[config.mk]
export PLATFORM = sky130hd
export DESIGN_NAME = debounce_array
export DESIGN_NICKNAME = d
export VERILOG_FILES = /design/src/rtl/debounce_array.sv
export SDC_FILE = /design/constraint.sdc
export NUM_CORES = 1
export LEC_CHECK = 0
export CAP_MARGIN = 10
export CORE_ASPECT_RATIO = 1.1
export CORE_MARGIN = 3
export CORE_UTILIZATION = 55
export DETAILED_ROUTE_END_ITERATION = 12
export PLACE_DENSITY = 0.79
export SLEW_MARGIN = 20
export SYNTH_ARGS = -nofsm -noshare
export SYNTH_HDL_FRONTEND = slang
export SYNTH_SLANG_ARGS = --single-unit
[constraint.sdc]
create_clock -name clk -period 2.3 [get_ports clk]
set_input_delay 0.575 -clock clk [delete_from_list [all_inputs] [get_ports clk]]
set_output_delay 0.575 -clock clk [all_outputs]
set_load 0.1 [all_outputs]
[src/rtl/debounce_array.sv]
// Multi-channel button debouncer: per-channel 2-flop sync, symmetric filter, edge pulses.
// Optional long-press detector built when DEBOUNCE_LONG_PRESS_EN is defined.

module debounce_lane #(
  parameter int STABLE_CYCLES = 100000,
  parameter int LONG_CYCLES   = 50000000,
  parameter int ACTIVE_LOW    = 0
) (
  input  logic clk,
  input  logic rst_n,
  input  logic btn,
  output logic level,
  output logic press,
  output logic rel,
  output logic long_p
);
  localparam int             CW       = $clog2(STABLE_CYCLES + 1);
  localparam logic [CW-1:0]  CNT_LAST = CW'(STABLE_CYCLES - 1);
  localparam logic           IDLE     = (ACTIVE_LOW != 0);

  logic          s0, s1, act;
  logic [CW-1:0] cnt;

  assign act = s1 ^ IDLE;

  // Any sample agreeing with the current level throws away the accumulated run.
  always_ff @(posedge clk or negedge rst_n) begin
    if (!rst_n) begin
      s0    <= IDLE;
      s1    <= IDLE;
      cnt   <= '0;
      level <= 1'b0;
      press <= 1'b0;
      rel   <= 1'b0;
    end else begin
      s0    <= btn;
      s1    <= s0;
      press <= 1'b0;
      rel   <= 1'b0;
      if (act == level) begin
        cnt <= '0;
      end else if (cnt == CNT_LAST) begin
        level <= act;
        cnt   <= '0;
        press <= act;
        rel   <= ~act;
      end else begin
        cnt <= cnt + 1'b1;
      end
    end
  end

`ifdef DEBOUNCE_LONG_PRESS_EN
  localparam int            HW    = $clog2(LONG_CYCLES + 1);
  localparam logic [HW-1:0] HMAX  = HW'(LONG_CYCLES);
  localparam logic [HW-1:0] HLAST = HW'(LONG_CYCLES - 1);

  logic [HW-1:0] hcnt;

  // Uses the pre-edge level, so a release on the terminal edge still fires.
  always_ff @(posedge clk or negedge rst_n) begin
    if (!rst_n) begin
      hcnt   <= '0;
      long_p <= 1'b0;
    end else begin
      long_p <= level && (hcnt == HLAST);
      if (!level)
        hcnt <= '0;
      else if (hcnt != HMAX)
        hcnt <= hcnt + 1'b1;
    end
  end
`else
  assign long_p = 1'b0;
`endif

endmodule

module debounce_array #(
  parameter int N_CH          = 5,
  parameter int STABLE_CYCLES = 100000,
  parameter int LONG_CYCLES   = 50000000,
  parameter int ACTIVE_LOW    = 0
) (
  input  logic            clk,
  input  logic            rst_n,
  input  logic [N_CH-1:0] btn,
  output logic [N_CH-1:0] level_o,
  output logic [N_CH-1:0] press_o,
  output logic [N_CH-1:0] release_o,
  output logic [N_CH-1:0] long_o
);

  debounce_lane #(
    .STABLE_CYCLES(STABLE_CYCLES),
    .LONG_CYCLES  (LONG_CYCLES),
    .ACTIVE_LOW   (ACTIVE_LOW)
  ) u_lane [N_CH-1:0] (
    .clk   (clk),
    .rst_n (rst_n),
    .btn   (btn),
    .level (level_o),
    .press (press_o),
    .rel   (release_o),
    .long_p(long_o)
  );

endmodule
======== Yosys cells after proc, flatten, opt, wreduce, memory -nomap -nowiden ========
Cells that the tools add are included.
word-level totals
  register bits after elaboration ......... 110
  latch bits .............................. 0
  memory bits (writable) .................. 0
  ROM bits ................................ 0
  input port bits ......................... 7
  output and inout bits ................... 20
  logic and storage cells ................. 90
  memories ................................ 0
cells by class
  add/subtract/negate cells ............... 5
  multipliers ............................. 0
  divide/modulo/power cells ............... 0
  order comparisons ....................... 0
  eq/ne operators ......................... 10
  shift-type cells ........................ 0
  mux-type cells .......................... 30
  bitwise gates (word level) .............. 10
  reduce and logical (&&, ||, !) cells .... 5
operator list
  kind                   number
  $mux 17                10
  $add 17x1->17 const B  5
  $eq 17x17->1 const B   5
  $mux 1                 20
  $not 1->1              10
  $reduce_and 2->1       5
  $eq 1x1->1             5

======== Logic depth before layout (Yosys ltp) ========
Gate-level depths: netlist of the first run.
  depth in word-level cells ............... 3
  depth in mapped cells ................... 6
  depth with buffers taken out ............ 5

======== Hierarchy ========
From an unflattened synthesis of the first run, not the netlist that was laid out.
second synthesis, totals
  cells, all modules ...................... 495
  area total of the unflattened synthesis .. 5167.5 µm²
modules (own cells, without submodules)
  module         instances  cells an instance  area an instance (µm²)  seq. area each (µm²)
  debounce_lane  5          99                 1033.5                  550.5

======== Worst setup path before layout of the first run ========
Ideal clock, no wire load.
  path type ............................... register to register
  start point ............................. reg u_lane[1].cnt[12]
  end point ............................... reg u_lane[1].level
  setup time .............................. 0.125 ns
  arrival time ............................ 1.716 ns
  required time ........................... 2.175 ns
  setup slack ............................. 0.459 ns
  stages on the path, launching flop included .. 5
  buffers on the path ..................... 1
  clock period less this slack ............ 1.841 ns
  path through ............................ dfrtp_1 -> buf_6 -> or4b_1 -> or4_4 -> mux2_4
on the way
  word-level cells in the longest chain between the ends .. 2
ends and longest elaborated chain
  element                            RTL line  RTL
  from (decl)                        22        logic [CW-1:0] cnt;
  from (signal assigned)             48        cnt <= cnt + 1'b1;
  $eq 17x17->1                       42        end else if (cnt == CNT_LAST) begin
  $reduce_and 2->1 (no source line)  n/a
  to (signal assigned)               43        level <= act;
  to (decl)                          12        output logic level,
Every way passes these cells.
A chain may end at the register's enable or synchronous reset.

======== Final worst setup path of the first run ========
  start point ............................. reg u_lane[3].cnt[0]
  end point ............................... reg u_lane[3].cnt[2]
on the way
  word-level cells in the longest chain between the ends .. 3
  elaborated cells between the ends (all ways) .. 4
  classes of those cells .................. add/sub: 1; eq/ne: 1; mux: 2
ends and longest elaborated chain
  element                                        RTL line  RTL
  from (decl)                                    22
  from (signal assigned)                         48
  $add 17x1->17 or $eq 17x17->1 (tied branches)  48, 42
  $mux 17 (*)                                    42
  $mux 17 (*)                                    40        if (act == level) begin
Every way passes the cells marked *; elsewhere a longest branch is shown, timed or not.

==> summary.txt, run 1 <==
outcome -> finished, final reports clean
share of cells above drive strength 1 -> 0.08511
Slew Limit Headroom -> 0.6453
DR pass1 iterations -> 4
Leak Pwr -> 2.259 nW
largest net degree at the start of global routing -> 61
Initial Util -> 0.5749
std cell rows -> 36
H-tree level count -> 3
actual slew at the worst max-slew pin -> 0.5307 ns
worst setup margin -> 0.3789 ns
global-route wire length before repair -> 16.51 mm
RSZ-0062 raised after global routing -> no
area grow syn2layout -> 6.995%
# DRC -> 0
HP Class -> in2async
Setup Fix Bufs, Post-CTS -> 0
critical path peak fanout -> 16
Worst Path Buf+Inv -> 0
flops & latches, synth -> 110
n_diodes -> 0
fmax -> 0.5205 GHz
Worst path max stage delay -> 0.49 ns
Post-synth EDFFs -> 0
Port-buffer cells -> 21
number of global-route vias before repair -> 3,613
ys async rst share -> 1.000
GPL Wtd Cong -> 0.9048
Post-DP HPWL -> 6.348 mm
Max VDD drop -> 0.2905 mV
CTS buffer count -> 9
r2r startpoint -> u_lane[3].cnt[0]
WS Path Type -> reg2reg
Core ar. -> 9054 µm²
Tcrit/Tclk final -> 0.8352
Cells after Synth -> 500
CP startpoint kind -> register
nets -> 524
initial antenna violation count -> 0
CP cell instances -> ha_1, and4_1, nand4_1, nand2_1, nor2_1
post-route ant nets -> 0
Pwr Density -> 589.4 nW/µm²
Slew Viols, Final -> 0
Final setup viols -> 0
CTS tree -> done
most common cell after layout, fill and taps aside -> dfrtp_1
die height -> 108.0 µm
hold_buf cts -> 0
dpl ws -> 0.4054 ns
Hold Fails Final Rpt -> 0
Clk pin slew, worst setup/hold paths -> 0.10 ns
R2R cell count -> 5
worst skew pair latency -> 0.36 ns
die area -> 10,670 µm²
vias per std cell -> 5.759
commonest non-fill, non-tap cells in the layout -> dfrtp_1, nor2_1, xnor2_1
Critical Path AT -> 2.16 ns
GRT Util Overall -> 0.1880
ys flop type -> dfrtp_1
vias after detailed routing -> 3,634
R2R Setup Slk -> 0.38 ns
setup TNS -> 0 ns
DR WL/cell -> 14.49 µm
sequential element share of the synthesized area -> 0.5288
Clock Skew -> 0.009225 ns
endpoint class of the critical path -> register
Max-Cap Viols -> 0
CTS root buffer -> clkbuf_8
Clock Path Buffers -> 2
CTS sink count -> 110
synth unique cells -> 37
WL final -> 9.145 mm
Die X -> 98.76 µm
CP delay by family, top -> simple AND/OR/NAND/NOR gates
io pins -> 27
Final Critical Period -> 1.921 ns
FF-to-FF End -> u_lane[3].cnt[2]
Worst EP required -> 2.54 ns
remaining global-route overflow -> 0
initial DRC count -> 142
Post-Syn Area -> 5205 µm²
CP max stage cell -> nand2_1
Ys Warns -> 0
Post-CTS Resized -> 0
Syn Area/Cell -> 10.41 µm²
cells by family (layout without fill, tap and decap cells):
group | after synthesis | in the layout | synth area share
buffers and inverters | 37 | 50 | 0.04447
DFF | 110 | 110 | 0.5288
xor gates and xnor gates | 74 | 74 | 0.1245
muxes | 5 | 5 | 0.01154
adders and majority gates | 5 | 5 | 0.01202
AOI/OAI and AO/OA | 13 | 13 | 0.01514
and+or+nand+nor | 255 | 255 | 0.2627
other | 1 | 5 | 0.0007205
report_power, final:
group,total (mW),internal [mW],switching (mW)
logic,0.155,0.0403,0.114
registers,2.00,1.96,0.0342
clock network,1.13,0.507,0.624
metrics by stage:
step	hold WS (ns)	cells	cell area, µm²	power, mW	util
6_report	0.1330	631	5569	3.282	0.6151
5_1_grt	0.1376	631	5569	3.417	0.6151
4_1_cts	0.1238	631	5569	3.327	0.6151
3_5_place_dp	0.3370	615	5378	2.191	0.5940
3_3_place_gp	0.3367	615	5378	2.186	0.5940
2_1_floorplan	0.2794	504	5220	2.125	-
per-layer routing:
| metal | GRT usage | share of wire | vias to the layer above |
|---|---|---|---|
| met5 | 0 | 0 | - |
| met4 | 0.06244 | 0.012 | 0 |
| met3 | 0.03613 | 0.042 | 10 |
| met2 | 0.3081 | 0.48 | 70 |
| met1 | 0.2533 | 0.47 | 1805 |
| li1 | - | - | 1749 |
area by class of cell:
type / instances / area (µm²)
Fill cell: 712 / 3485
Sequential cell: 110 / 2753
Multi-Input combinational cell: 357 / 2236
Timing Repair Buffer: 25 / 212.7
Tap cell: 114 / 142.6
Clock buffer: 11 / 131.4
Clock inverter: 5 / 60.06
Inverter: 9 / 33.78
registers in the layout, summed over array words and instances (netlist names):
register / count
u_lane.s0: 5
u_lane.act: 5
u_lane.cnt: 85
u_lane.press: 5
u_lane.level: 5
u_lane.rel: 5
worst max-delay path by stage:
| stage | endpoint | start | depth (start not counted) | slack [ns] |
|---|---|---|---|---|
| floorplan | u_lane[1].level | u_lane[1].cnt[12] | 4 | 0.46 |
| global placement | u_lane[1].level | u_lane[1].cnt[0] | 4 | 0.45 |
| detailed placement | u_lane[1].level | u_lane[1].cnt[0] | 4 | 0.41 |
| CTS | u_lane[3].cnt[2] | u_lane[3].cnt[0] | 5 | 0.38 |
| global route | u_lane[0].cnt[2] | u_lane[0].cnt[0] | 5 | 0.19 |
| finish | u_lane[3].cnt[2] | u_lane[3].cnt[0] | 5 | 0.38 |
Yosys cell counts, drive strengths merged (7+ instances only):
cell   count  area (µm²)
and3       7       45.05
xor2      27       236.5
nand3     30       150.1
nor3      20       100.1
dfrtp    110        2753
xnor2     47       411.6
nand4     33       206.5
nand2     26       105.1
nor2      84       315.3
inv        9       33.78
nor3b     10       75.07
buf       24       182.7
nor4      15       93.84
worst reg2reg max path, cell delays in order, from the launching register on:
cell and delay, ns:
dfrtp_1 0.42, ha_1 0.25, and4_1 0.29, nand4_1 0.25, nand2_1 0.49, nor2_1 0.11
(Power assumes the default switching activity.)
==> inputs of run 2 (changes only) <==
CORE_UTILIZATION = 54   (was 55)
PLACE_DENSITY = 0.81   (was 0.79)
clock period = 1.7 ns   (was 2.3 ns; I/O delays follow)
==> run 2 against run 1 <==
The flow now finishes with violations (negative setup slack). Critical path type unchanged. Clock power rose by 51%. Fmax increased by 8.4%. Wire length grew 7.7%.
==> summary.txt, run 2 (same netlist as run 1, synthesis figures left out) <==
Worst EP required -> 1.96 ns (was 2.54 ns)
die height -> 109.0 µm (was 108.0 µm)
Filler cells -> 679 (was 712)
endpoint class of the critical path -> register (unchanged)
Hold Fails Final Rpt -> 0 (unchanged)
Slew Viols, Final -> 0 (unchanged)
Placement Cell Area -> 5876 µm² (was 5378 µm²)
FF-to-FF End -> u_lane[1].level (was u_lane[3].cnt[2])
dpl ws -> -0.07174 ns (was 0.4054 ns)
Initial Util -> 0.5692 (was 0.5749)
initial DRC count -> 141 (was 142)
Reg power frac -> 0.578 (was 0.608)
die area -> 10,850 µm² (was 10,670 µm²)
HP Class -> in2async (unchanged)
initial antenna violation count -> 0 (unchanged)
RSZ-0062 raised after global routing -> yes (was no)
area grow syn2layout -> 19.38% (was 6.995%)
# DRC -> 0 (unchanged)
CP max stage cell -> or4b_1 (was nand2_1)
n_diodes -> 0 (unchanged)
vias per std cell -> 5.669 (was 5.759)
CTS buffer count -> 9 (unchanged)
number of global-route vias before repair -> 3,714 (was 3,613)
Final Cell Area -> 6213 µm² (was 5569 µm²)
R2R Setup Slk -> -0.07 ns (was 0.38 ns)
DR pass1 iterations -> 4 (unchanged)
CP startpoint kind -> register (unchanged)
Biggest register -> u_lane.cnt (unchanged)
area occupied by multi-input gates -> 2291 µm² (was 2236 µm²)
Core ar. -> 9144 µm² (was 9054 µm²)
NetSw -> 1.076 mW (was 0.7729 mW)
outcome -> complete, but fails checks (was finished, final reports clean)
Sequential Area -> 2756 µm² (was 2753 µm²)
post-route ant nets -> 0 (unchanged)
CTS root buffer -> clkbuf_8 (unchanged)
Final Critical Period -> 1.772 ns (was 1.921 ns)
worst setup margin -> -0.07163 ns (was 0.3789 ns)
GRT Util Overall -> 0.1856 (was 0.1880)
CP cell instances -> or4b_1, or4_4, mux2_4 (was ha_1, and4_1, nand4_1, nand2_1, nor2_1)
R2R cell count -> 3 (was 5)
vias after detailed routing -> 3,838 (was 3,634)
switching share of power -> 0.2306 (was 0.2355)
Power Total -> 4.666 mW (was 3.282 mW)
std cell rows -> 36 (unchanged)
remaining global-route overflow -> 0 (unchanged)
fin util -> 0.6795 (was 0.6151)
Max-Cap Viols -> 0 (unchanged)
Max VDD drop -> 0.4360 mV (was 0.2905 mV)
WS Path Type -> reg2reg (unchanged)
io pins -> 27 (unchanged)
Leak Pwr -> 2.541 nW (was 2.259 nW)
Final setup viols -> 17 (was 0)
Pwr Density -> 750.9 nW/µm² (was 589.4 nW/µm²)
combinational power share -> 0.056 (was 0.047)
hold_buf cts -> 0 (unchanged)
global-route wire length before repair -> 16.46 mm (was 16.51 mm)
Post-DP HPWL -> 6.764 mm (was 6.348 mm)
H-tree level count -> 3 (unchanged)
WL final -> 9.849 mm (was 9.145 mm)
fmax -> 0.5645 GHz (was 0.5205 GHz)
Die X -> 99.61 µm (was 98.76 µm)
commonest non-fill, non-tap cells in the layout -> dfrtp_1, nor2_1, buf_4 (was dfrtp_1, nor2_1, xnor2_1)
Critical Path AT -> 2.03 ns (was 2.16 ns)
worst skew pair latency -> 0.36 ns (about the same)
Clock Path Buffers -> 2 (unchanged)
CTS tree -> done (unchanged)
r2r startpoint -> u_lane[1].cnt[11] (was u_lane[3].cnt[0])
Clk pin slew, worst setup/hold paths -> 0.10 ns (about the same)
failing checks -> negative setup slack
Clock Skew -> 0.01650 ns (was 0.009225 ns)
CTS sink count -> 110 (unchanged)
internal power -> 3.590 mW (was 2.510 mW)
DR WL/cell -> 14.55 µm (was 14.49 µm)
Port-buffer cells -> 21 (unchanged)
Worst path max stage delay -> 0.51 ns (was 0.49 ns)
Clock power frac -> 0.366 (was 0.345)
nets -> 570 (was 524)
share of cells above drive strength 1 -> 0.1883 (was 0.08511)
max reg flops -> 85 (unchanged)
Tcrit/Tclk final -> 1.042 (was 0.8352)
largest net degree at the start of global routing -> 69 (was 61)
critical path peak fanout -> 3 (was 16)
GPL Wtd Cong -> 0.8730 (was 0.9048)
most common cell after layout, fill and taps aside -> dfrtp_1 (unchanged)
run 2: changes by cell type in the layout (fill, tap and decap cells not counted), moves of 2 or more:
cell      previous run  this run
buf_4               19        48
dfrtp_2              0         3
clkinv_4             2         0
inv_6                0         3
nor4_2               0         4
nor4_1              15        11
ha_2                 0         2
dfrtp_1            110       107
ha_1                 5         3
buf_12               1        18
run 2: worst max-delay path, delay by kind of cell (launching register included):
| kind | cells | cell delay, ns |
|---|---|---|
| mux | 1 | 0.31 |
| flops | 1 | 0.38 |
| simple gates | 2 | 0.97 |
run 2: repair_timing:
| item | 4_1_cts | 5_1_grt |
|---|---|---|
| setup buffers | 1 | 7 |
| gates resized for setup | 0 | 16 |
| pin swaps | 0 | 5 |
| endpoints found under the setup margin | 20 | 76 |
run 2: worst max path at each step:
stage	start	endpoint
floorplan	u_lane[1].cnt[12]	u_lane[1].level
global placement	u_lane[1].cnt[11]	u_lane[1].level
detailed placement	u_lane[1].cnt[11]	u_lane[1].level
CTS	u_lane[1].cnt[11]	u_lane[1].level
global route	u_lane[1].cnt[11]	u_lane[1].cnt[4]
finish	u_lane[1].cnt[11]	u_lane[1].level
run 2: area by class of cell:
cell class,instances,area share
clock buffer,10,0.02054
clock inverter,6,0.01470
inverter,9,0.005437
multi-input combinational,357,0.3687
sequential,110,0.4436
tap,114,0.02296
timing repair buffer,71,0.1240
run 2: power by group through the flow:
stage | Clock [mW] | Combinational (mW) | Sequential (mW)
after floorplan | 0 | 0.136 | 2.74
after global routing | 1.84 | 0.290 | 2.70
after global placement | 0 | 0.250 | 2.74
after detailed placement | 0 | 0.257 | 2.75
after CTS | 1.75 | 0.260 | 2.70
final | 1.71 | 0.260 | 2.70
run 2: stage by stage:
stage	setup TNS, ns	hold WS (ns)	cells
floorplan	-1.159	0.1294	504
global placement	-0.07186	0.3348	653
detailed placement	-0.2263	0.3355	653
CTS	-0.3630	0.02200	670
global route	-1.342	0.03372	677
finish	-0.4354	0.02369	677
run 2: routing by layer:
layer / vias to the layer above / share of wire / global-route usage
met1: 1899 / 0.45 / 0.2367
met3: 21 / 0.027 / 0.02687
met5: - / 0 / 0
met2: 72 / 0.51 / 0.3210
li1: 1846 / - / -
met4: 0 / 0.018 / 0.07220
==> inputs of run 3 (changes only) <==
GPL_TIMING_DRIVEN = 0   (was not set)
HOLD_SLACK_MARGIN = 0.08   (was not set)
==> run 3 against run 2 <==
Hold slack gained 0.33 ns. Cell area rose by 2.7%. Critical path depth stayed put. Die area is the same. Clock power is 4% lower. Register-to-register slack got worse by 0.05 ns. Fmax fell by 2.5%. Global-route usage grew 1.3 points. The flow still finishes with violations (negative setup slack). Combinational power is 21% higher. Wire length grew 15%. Core utilization grew 1.8 points. Sequential share of layout area down 0.98 points. Largest cell class unchanged.
==> summary.txt, run 3 (same netlist as run 1, synthesis figures left out) <==
outcome -> complete, but fails checks (unchanged)
failing checks -> negative setup slack (unchanged)
io pins -> 27 (unchanged)
Clk pin slew, worst setup/hold paths -> 0.11 ns (was 0.10 ns)
internal power -> 3.495 mW (was 3.590 mW)
std cell rows -> 36 (unchanged)
Max-Cap Viols -> 0 (unchanged)
remaining global-route overflow -> 0 (unchanged)
most common cell after layout, fill and taps aside -> dfrtp_1 (unchanged)
Hold Fails Final Rpt -> 0 (unchanged)
DR pass1 iterations -> 5 (was 4)
Slew Viols, Final -> 0 (unchanged)
Core ar. -> 9144 µm² (unchanged)
initial DRC count -> 245 (was 141)
vias per std cell -> 5.774 (was 5.669)
GPL Wtd Cong -> 0.8570 (was 0.8730)
Placement Cell Area -> 5602 µm² (was 5876 µm²)
CP startpoint kind -> register (unchanged)
Leak Pwr -> 2.603 nW (was 2.541 nW)
CTS sink count -> 110 (unchanged)
Final setup viols -> 18 (was 17)
WL final -> 11.33 mm (was 9.849 mm)
setup TNS -> -1.782 ns (was -0.4354 ns)
commonest non-fill, non-tap cells in the layout -> dfrtp_1, nor2_1, buf_4 (unchanged)
fin util -> 0.6977 (was 0.6795)
CTS buffer count -> 9 (unchanged)
Clock power frac -> 0.351 (was 0.366)
die area -> 10,850 µm² (unchanged)
Worst path max stage delay -> 0.53 ns (was 0.51 ns)
Max VDD drop -> 0.6229 mV (was 0.4360 mV)
endpoint class of the critical path -> register (unchanged)
Non-Filler Instances -> 698 (was 677)
Die X -> 99.61 µm (unchanged)
post-route ant nets -> 0 (unchanged)
Clock Path Buffers -> 2 (unchanged)
H-tree level count -> 3 (unchanged)
vias after detailed routing -> 4,030 (was 3,838)
Clock Skew -> 0.01788 ns (was 0.01650 ns)
# DRC -> 0 (unchanged)
worst setup margin -> -0.1172 ns (was -0.07163 ns)
CP max stage cell -> or4b_1 (unchanged)
initial antenna violation count -> 0 (unchanged)
combinational power share -> 0.068 (was 0.056)
Reg power frac -> 0.581 (was 0.578)
Power Total -> 4.659 mW (was 4.666 mW)
Filler cells -> 642 (was 679)
Worst EP required -> 1.96 ns (about the same)
max reg flops -> 85 (unchanged)
CTS root buffer -> clkbuf_8 (unchanged)
switching share of power -> 0.2498 (was 0.2306)
CP cell instances -> or4b_1, or4_4, mux2_4 (unchanged)
die height -> 109.0 µm (unchanged)
Port-buffer cells -> 21 (unchanged)
Tcrit/Tclk final -> 1.069 (was 1.042)
HP Class -> reg2reg (was in2async)
Final Critical Period -> 1.817 ns (was 1.772 ns)
RSZ-0062 raised after global routing -> yes (unchanged)
Biggest register -> u_lane.cnt (unchanged)
share of cells above drive strength 1 -> 0.2791 (was 0.1883)
Pwr Density -> 730.3 nW/µm² (was 750.9 nW/µm²)
Sequential Area -> 2768 µm² (was 2756 µm²)
DR WL/cell -> 16.23 µm (was 14.55 µm)
worst skew pair latency -> 0.37 ns (was 0.36 ns)
n_diodes -> 0 (unchanged)
hold slack -> 0.3577 ns (was 0.02369 ns)
critical path peak fanout -> 3 (unchanged)
GRT Util Overall -> 0.1984 (was 0.1856)
Initial Util -> 0.5692 (unchanged)
number of global-route vias before repair -> 3,875 (was 3,714)
Post-DP HPWL -> 6.447 mm (was 6.764 mm)
fmax -> 0.5503 GHz (was 0.5645 GHz)
largest net degree at the start of global routing -> 71 (was 69)
Critical Path AT -> 2.08 ns (was 2.03 ns)
NetSw -> 1.164 mW (was 1.076 mW)
CTS tree -> done (unchanged)
nets -> 591 (was 570)
dpl ws -> -0.3707 ns (was -0.07174 ns)
area grow syn2layout -> 22.57% (was 19.38%)
area occupied by multi-input gates -> 2471 µm² (was 2291 µm²)
WS Path Type -> reg2reg (unchanged)
Placed Cells -> 640 (was 653)
global-route wire length before repair -> 17.48 mm (was 16.46 mm)
Final Cell Area -> 6380 µm² (was 6213 µm²)
==> run 3: area by class of cell <==
cell class,instances,share of cell area
flip-flops and latches,110,0.4338
multi-input cells,357,0.3873
repair buffers,66,0.08668
plain buffers,26,0.03118
well taps,114,0.02236
clock buffers,9,0.01942
clock inverters,7,0.01392
inverters,9,0.005295
==> run 3: final timing paths <==
path | startpoint | endpoint | slack, ns | cells after the start
setup / recovery | u_lane[1].cnt[11] | u_lane[1].level | -0.12 | 3
hold / removal | u_lane[0].s0 | u_lane[0].act | 0.36 | 0
setup reg to reg | u_lane[1].cnt[11] | u_lane[1].level | -0.12 | 3
hold reg to reg | u_lane[0].s0 | u_lane[0].act | 0.36 | 0
max in group asynchronous | rst_n | u_lane[1].cnt[2] | 0.51 | 3
min in group asynchronous | rst_n | u_lane[4].cnt[15] | 0.53 | 2
==> run 3: timing repair <==
action | in CTS | in global routing
pin swaps | 7 | 17
resized for setup | 109 | 55
cloned | 1 | 1
hold buffers | 1 | 0
setup buffers | 16 | 25
setup endpoints to repair | 86 | 90
hold endpoints to repair | 40 | 0
==> run 3: power groups by stage <==
stage,logic [mW],clock network (mW),registers (mW)
finish,0.315,1.64,2.71
global route,0.343,1.82,2.71
global placement,0.217,0,2.75
CTS,0.267,1.69,2.69
floorplan,0.136,0,2.74
detailed placement,0.231,0,2.75
==> run 3: worst max-delay path: cells and delay by family (launching register included) <==
| kind | cells | cell delay, ns |
|---|---|---|
| multiplexers | 1 | 0.31 |
| flip-flops | 1 | 0.40 |
| AND/OR/NAND/NOR | 2 | 1.01 |
==> run 3: layer usage <==
metal | part of all wire | vias up | wire [µm] | track usage
met2 | 0.53 | 126 | 6004 | 0.3469
met1 | 0.41 | 1999 | 4630 | 0.2399
li1 | - | 1885 | - | -
met5 | 0 | - | 0 | 0
met4 | 0.019 | 0 | 213 | 0.07220
met3 | 0.042 | 20 | 481 | 0.04671
